===== config.mk =====
export PLATFORM = sky130hd
export DESIGN_NAME = vram_arbiter_flat
export DESIGN_NICKNAME = d
export VERILOG_FILES = /design/src/rtl/vram_arbiter_if.sv /design/src/rtl/vram_arbiter.sv /design/src/flat_wrapper.sv
export SDC_FILE = /design/constraint.sdc
export NUM_CORES = 1
export LEC_CHECK = 0
export ABC_CLOCK_PERIOD_IN_PS = 2100
export CORE_MARGIN = 8
export CORE_UTILIZATION = 22
export DETAILED_ROUTE_END_ITERATION = 16
export PLACE_DENSITY_LB_ADDON = 0.12
export SYNTH_ARGS = -nofsm -noshare
export SYNTH_HDL_FRONTEND = slang
export SYNTH_SLANG_ARGS = --single-unit

===== constraint.sdc =====
create_clock -name clk -period 2.1 [get_ports clk]
set_input_delay 0.42 -clock clk [delete_from_list [all_inputs] [get_ports clk]]
set_output_delay 0.42 -clock clk [all_outputs]
set_load 0.05 [all_outputs]

===== src/rtl/vram_arbiter_if.sv =====
// VRAM arbiter bus bundle: CPU port, VGA prefetch port and VRAM port.
// master = arbiter side, slave = requesters plus the RAM itself.
interface vram_arbiter_if #(
   parameter int ADDR_WIDTH = 15,
   parameter int DATA_WIDTH = 32
);
   logic                    cpu_rd_en;
   logic                    cpu_wr_en;
   logic [ADDR_WIDTH-1:0]   cpu_addr;
   logic [DATA_WIDTH-1:0]   cpu_wr_data;
   logic [DATA_WIDTH/8-1:0] cpu_wr_strobe;
   logic [DATA_WIDTH-1:0]   cpu_rd_data;
   logic                    cpu_ack;
   logic                    vga_req;
   logic [ADDR_WIDTH-1:0]   vga_addr;
   logic                    vga_gnt;
   logic                    vga_rd_valid;
   logic [DATA_WIDTH-1:0]   vga_rd_data;
   logic                    mem_en;
   logic [DATA_WIDTH/8-1:0] mem_we;
   logic [ADDR_WIDTH-1:0]   mem_addr;
   logic [DATA_WIDTH-1:0]   mem_wr_data;
   logic [DATA_WIDTH-1:0]   mem_rd_data;

   modport master (
      input  cpu_rd_en, cpu_wr_en, cpu_addr, cpu_wr_data, cpu_wr_strobe,
      output cpu_rd_data, cpu_ack,
      input  vga_req, vga_addr,
      output vga_gnt, vga_rd_valid, vga_rd_data,
      output mem_en, mem_we, mem_addr, mem_wr_data,
      input  mem_rd_data
   );

   modport slave (
      output cpu_rd_en, cpu_wr_en, cpu_addr, cpu_wr_data, cpu_wr_strobe,
      input  cpu_rd_data, cpu_ack,
      output vga_req, vga_addr,
      input  vga_gnt, vga_rd_valid, vga_rd_data,
      input  mem_en, mem_we, mem_addr, mem_wr_data,
      output mem_rd_data
   );
endinterface


===== src/rtl/vram_arbiter.sv =====
// VRAM arbiter: VGA-priority sharing of one sync-read VRAM with the CPU,
// with a bounded wait so a streaming VGA cannot starve the CPU.
module vram_arbiter #(
   parameter int ADDR_WIDTH   = 15,
   parameter int DATA_WIDTH   = 32,
   parameter int CPU_MAX_WAIT = 4
) (
   input logic           clk,
   input logic           rst,
   vram_arbiter_if.master bus
);
   localparam int WW = (CPU_MAX_WAIT > 0) ? $clog2(CPU_MAX_WAIT + 1) : 1;
   localparam logic [WW-1:0] WMAX = WW'(CPU_MAX_WAIT);

   typedef enum logic [1:0] {
      OWN_NONE = 2'd0,
      OWN_CPU  = 2'd1,
      OWN_VGA  = 2'd2
   } owner_t;

   owner_t         owner_q;
   owner_t         owner_d;
   logic           cpu_pend;
   logic [WW-1:0]  wait_cnt;
   logic [WW-1:0]  wait_d;
   logic           cpu_elig;
   logic           cpu_win;
   logic           vga_win;

   // Grant selection, wait-counter update and VRAM port muxing.
   always_comb begin
      cpu_elig = (bus.cpu_rd_en | bus.cpu_wr_en) & ~cpu_pend;
      cpu_win  = ~rst & cpu_elig & ((wait_cnt == WMAX) | ~bus.vga_req);
      vga_win  = ~rst & ~cpu_win & bus.vga_req;

      owner_d = OWN_NONE;
      unique case (1'b1)
         cpu_win: owner_d = OWN_CPU;
         vga_win: owner_d = OWN_VGA;
         default: owner_d = OWN_NONE;
      endcase

      wait_d = wait_cnt;
      if (cpu_win || !cpu_elig)
         wait_d = '0;
      else if (wait_cnt != WMAX)
         wait_d = wait_cnt + 1'b1;

      bus.mem_en      = cpu_win | vga_win;
      bus.mem_we      = (cpu_win & bus.cpu_wr_en) ? bus.cpu_wr_strobe : '0;
      bus.mem_addr    = cpu_win ? bus.cpu_addr : bus.vga_addr;
      bus.mem_wr_data = bus.cpu_wr_data;
      bus.vga_gnt     = vga_win;
   end

   // Response side: the previous cycle's owner qualifies the RAM data.
   always_comb begin
      bus.cpu_ack      = (owner_q == OWN_CPU);
      bus.vga_rd_valid = (owner_q == OWN_VGA);
      bus.cpu_rd_data  = bus.mem_rd_data;
      bus.vga_rd_data  = bus.mem_rd_data;
   end

   // Owner, pending-ack and starvation-counter state.
   always_ff @(posedge clk or posedge rst) begin
      if (rst) begin
         owner_q  <= OWN_NONE;
         cpu_pend <= 1'b0;
         wait_cnt <= '0;
      end else begin
         owner_q  <= owner_d;
         cpu_pend <= cpu_win;
         wait_cnt <= wait_d;
      end
   end
endmodule


===== src/flat_wrapper.sv =====
// flat-port wrapper written by rule: the top's interface ports become plain ports
module vram_arbiter_flat 
#(
   parameter int ADDR_WIDTH   = 15,
   parameter int DATA_WIDTH   = 32,
   parameter int CPU_MAX_WAIT = 4
)
  (clk, rst, bus_cpu_rd_en, bus_cpu_wr_en, bus_cpu_addr, bus_cpu_wr_data, bus_cpu_wr_strobe, bus_cpu_rd_data, bus_cpu_ack, bus_vga_req, bus_vga_addr, bus_vga_gnt, bus_vga_rd_valid, bus_vga_rd_data, bus_mem_en, bus_mem_we, bus_mem_addr, bus_mem_wr_data, bus_mem_rd_data);
  vram_arbiter_if #(.ADDR_WIDTH(ADDR_WIDTH), .DATA_WIDTH(DATA_WIDTH)) bus_i ();
  input logic clk;
  input logic rst;
  input wire logic [$bits(bus_i.cpu_rd_en)-1:0] bus_cpu_rd_en;
  input wire logic [$bits(bus_i.cpu_wr_en)-1:0] bus_cpu_wr_en;
  input wire logic [$bits(bus_i.cpu_addr)-1:0] bus_cpu_addr;
  input wire logic [$bits(bus_i.cpu_wr_data)-1:0] bus_cpu_wr_data;
  input wire logic [$bits(bus_i.cpu_wr_strobe)-1:0] bus_cpu_wr_strobe;
  output wire logic [$bits(bus_i.cpu_rd_data)-1:0] bus_cpu_rd_data;
  output wire logic [$bits(bus_i.cpu_ack)-1:0] bus_cpu_ack;
  input wire logic [$bits(bus_i.vga_req)-1:0] bus_vga_req;
  input wire logic [$bits(bus_i.vga_addr)-1:0] bus_vga_addr;
  output wire logic [$bits(bus_i.vga_gnt)-1:0] bus_vga_gnt;
  output wire logic [$bits(bus_i.vga_rd_valid)-1:0] bus_vga_rd_valid;
  output wire logic [$bits(bus_i.vga_rd_data)-1:0] bus_vga_rd_data;
  output wire logic [$bits(bus_i.mem_en)-1:0] bus_mem_en;
  output wire logic [$bits(bus_i.mem_we)-1:0] bus_mem_we;
  output wire logic [$bits(bus_i.mem_addr)-1:0] bus_mem_addr;
  output wire logic [$bits(bus_i.mem_wr_data)-1:0] bus_mem_wr_data;
  input wire logic [$bits(bus_i.mem_rd_data)-1:0] bus_mem_rd_data;
  assign bus_i.cpu_rd_en = bus_cpu_rd_en;
  assign bus_i.cpu_wr_en = bus_cpu_wr_en;
  assign bus_i.cpu_addr = bus_cpu_addr;
  assign bus_i.cpu_wr_data = bus_cpu_wr_data;
  assign bus_i.cpu_wr_strobe = bus_cpu_wr_strobe;
  assign bus_cpu_rd_data = bus_i.cpu_rd_data;
  assign bus_cpu_ack = bus_i.cpu_ack;
  assign bus_i.vga_req = bus_vga_req;
  assign bus_i.vga_addr = bus_vga_addr;
  assign bus_vga_gnt = bus_i.vga_gnt;
  assign bus_vga_rd_valid = bus_i.vga_rd_valid;
  assign bus_vga_rd_data = bus_i.vga_rd_data;
  assign bus_mem_en = bus_i.mem_en;
  assign bus_mem_we = bus_i.mem_we;
  assign bus_mem_addr = bus_i.mem_addr;
  assign bus_mem_wr_data = bus_i.mem_wr_data;
  assign bus_i.mem_rd_data = bus_mem_rd_data;
  vram_arbiter #(.ADDR_WIDTH(ADDR_WIDTH), .DATA_WIDTH(DATA_WIDTH), .CPU_MAX_WAIT(CPU_MAX_WAIT)) u_core (.clk(clk), .rst(rst), .bus(bus_i));
endmodule

==> results.py <==
metrics = {
    "run_status": {
        "outcome": "finished with violations",
        "violations": "setup timing",
    },
    "global_route": {
        "grt_use_total_pct": 8.62,
        "grt_pass1_wl_mm": 5.76,
        "grt_max_degree": 9,
        "antenna_found_initial": 0,
        "grt-ovfl-total": 0,
        "grt_pass1_vias": 974,
    },
    "final_layout": {
        "stdcell_count": 207,
        "drive_gt1_share_pct": 50.8,
        "area_growth_pct": 29.5,
        "final_nets": 239,
        "multiInputGateArea_um2": 454,
        "seqCellArea_um2": 150,
        "fillers": 592,
        "final_core_util_pct": 28.8,
        "antennaDiodeCount": 0,
    },
    "detailed_routing": {
        "first_pass_iters": 4,
        "routed_via_density": 4.06,
        "num_vias": 841,
        "wire_per_inst_um": 18.8,
        "drc": 0,
        "drt_iter0_drc": 13,
        "routed_wl_mm": 3.89,
        "ant_nets": 0,
    },
    "clock_network": {
        "cts.clk_slew.worst_paths_ns": 0.04,
        "cts.sinks": 6,
        "numCtsBuffers": 3,
        "clockRootBuffer": "clkbuf_8",
        "clk_latency_ns": 0.22,
        "clock_path_buffers": 2,
        "cts_tree": "yes",
        "htreeDepth": 1,
    },
    "worst_setup_path": {
        "cp.required_ns": 1.68,
        "cp.arrival_ns": 1.92,
        "cp-start-kind": "register",
        "path_class": "reg -> out",
        "endpoint_kind": "primary output",
        "crit_path_max_fanout": 5,
        "reg2reg_depth": 6,
    },
    "synth": {
        "synth_area_per_cell_um2": 8.57,
        "ys_types": 22,
        "yosysSeqAreaShare_pct": 11.7,
        "syn_nets": 255,
        "ys_seq_elements": 6,
        "netlist_area_um2": 1290,
        "synth_cells": 150,
        "yosys_warnings": 0,
    },
    "timing": {
        "final_max_slew_viol_count": 0,
        "max_freq_ghz": 0.428,
        "worst_slack_ns": -0.236,
        "hold_viol": 0,
        "rsz0062_at_grt": "yes",
        "layout_min_cycle_time_ns": 2.34,
        "tightest_slew_ns": 0.297,
        "finalCritPeriodShare_pct": 111,
        "setup_viol": 19,
        "clock_skew_ns": 0.000554,
        "maxSlewHeadroom_pct": 80.2,
    },
    "floorplanning": {
        "rows": 28,
        "initial_core_util_pct": 22.3,
        "die_h_um": 92.5,
        "die_w_um": 92.5,
        "num_io_pins": 222,
        "dieArea_um2": 8550,
        "core_area_um2": 5780,
    },
    "flow_run": {
        "max_cap_viol_count": 0,
    },
    "min_path": {
        "hp-class": "in -> async",
    },
    "placement": {
        "port_buffers": 61,
        "dp_hpwl_mm": 3.00,
        "dp.cells": 198,
        "gp_congestion": 0.726,
    },
    "pwr": {
        "total_power_mw": 0.798,
        "p_per_area_nw_per_um2": 479,
        "p_leak_nw": 0.741,
        "peakVddDrop_mv": 0.143,
    },
}
==> metal layers <==
metal / part of all wire, % / vias to the layer above / track usage, %
li1: - / 351 / -
met5: 0 / - / 0
met3: 17 / 41 / 5.42
met1: 32 / 372 / 7.63
met2: 45 / 77 / 14.0
met4: 6.2 / 0 / 6.58
==> worst max-delay path, cell delays in order, from the launching register on <==
cell,delay [ns]
dfrtp_1,0.37
inv_1,0.06
ha_2,0.18
nand2_2,0.07
a211oi_4,0.26
buf_6,0.16
buf_12,0.12
mux2_4,0.31
buf_8,0.15
==> cell families (layout without fill, tap and decap cells) <==
logic type                 after synthesis  count (layout)  share of synthesized area [%]
DFF                                      6               6                           11.7
buffers and inverters                  103              85                           59.3
adders and majority gates                2               2                           1.95
muxes                                   16              16                           13.9
and+or+nand+nor                         16              16                           7.30
AOI/OAI and AO/OA                        7               7                           5.84
==> path summary, 6_finish.rpt <==
path / startpoint / to / slack (ns)
min in group clk: bus_vga_req / u_core.owner_q[0] / 0.62
min: rst / u_core.owner_q[1] / 0.50
max: u_core.wait_cnt[0] / bus_mem_addr[14] / -0.24
min reg2reg: u_core.wait_cnt[1] / u_core.wait_cnt[1] / 0.63
max in group asynchronous: rst / u_core.cpu_pend / 1.37
max reg2reg: u_core.wait_cnt[0] / u_core.wait_cnt[2] / 0.76
==> power breakdown <==
group	total, mW	switching [mW]	internal, mW
registers	0.137	0.00715	0.129
logic	0.485	0.224	0.261
clock network	0.176	0.0529	0.123
==> cell usage after synthesis <==
cell / number / area, um^2
buf_4: 96 / 721
and2b_1: 1 / 7.51
clkbuf_2: 1 / 5.00
ha_1: 2 / 25.0
o21bai_4: 1 / 18.8
dfrtp_1: 6 / 150
a211oi_4: 1 / 20.0
nor3_1: 3 / 15.0
a2bb2oi_1: 1 / 8.76
a22oi_1: 1 / 7.51
nor3b_1: 1 / 7.51
a211oi_1: 2 / 15.0
and3_1: 1 / 6.26
mux2_2: 15 / 169
a21oi_1: 1 / 5.00
nor2_1: 3 / 11.3
and3_2: 4 / 30.0
nor2b_1: 2 / 12.5
inv_1: 4 / 15.0
mux2i_1: 1 / 10.0
nand2_1: 1 / 3.75
buf_6: 2 / 22.5
==> flip-flops by register name, indices dropped and copies added, names as in the netlist <==
| register | cells |
|---|---|
| u_core.cpu_pend | 1 |
| u_core.owner_q | 2 |
| u_core.wait_cnt | 3 |
==> cells in the final DEF, fill, tap and decap left out, types with 2 or more instances in the layout <==
| master | count |
|---|---|
| a211oi_1 | 2 |
| and3_4 | 4 |
| buf_12 | 7 |
| buf_4 | 14 |
| buf_6 | 3 |
| buf_8 | 15 |
| clkbuf_8 | 3 |
| clkdlybuf4s50_1 | 34 |
| dfrtp_1 | 6 |
| dlygate4sd2_1 | 3 |
| inv_1 | 4 |
| mux2_4 | 15 |
| nor2_1 | 3 |
| nor2b_1 | 2 |
| nor3_1 | 2 |
==> through the flow <==
| step | instance area, um^2 | setup TNS (ns) | worst slack, ns | hold slack, ns |
|---|---|---|---|---|
| 2_1_floorplan | 1290 | 0 | 0.0326 | 0.405 |
| 3_5_place_dp | 1360 | -6.49 | -0.373 | 0.631 |
| 6_report | 1670 | -3.44 | -0.236 | 0.502 |
| 3_3_place_gp | 1360 | -6.08 | -0.351 | 0.613 |
| 4_1_cts | 1690 | -4.77 | -0.277 | 0.514 |
| 5_1_grt | 1670 | -5.25 | -0.325 | 0.543 |
==> area by class of cell <==
class	instances	share of cell area (%)
clock buffers	3	2.48
multi-input cells	41	27.3
inverters	4	0.902
well taps	75	5.63
repair buffers	78	54.7
flip-flops and latches	6	9.02
==> timing repair <==
item                       in CTS  in global routing
cloned                          2                  0
hold buffers                    0                  0
setup buffers                   5                  0
resized for setup              59                  1
pin swaps                       6                  2
setup endpoints to repair      20                 19
Power figures use the tool's default switching activity.
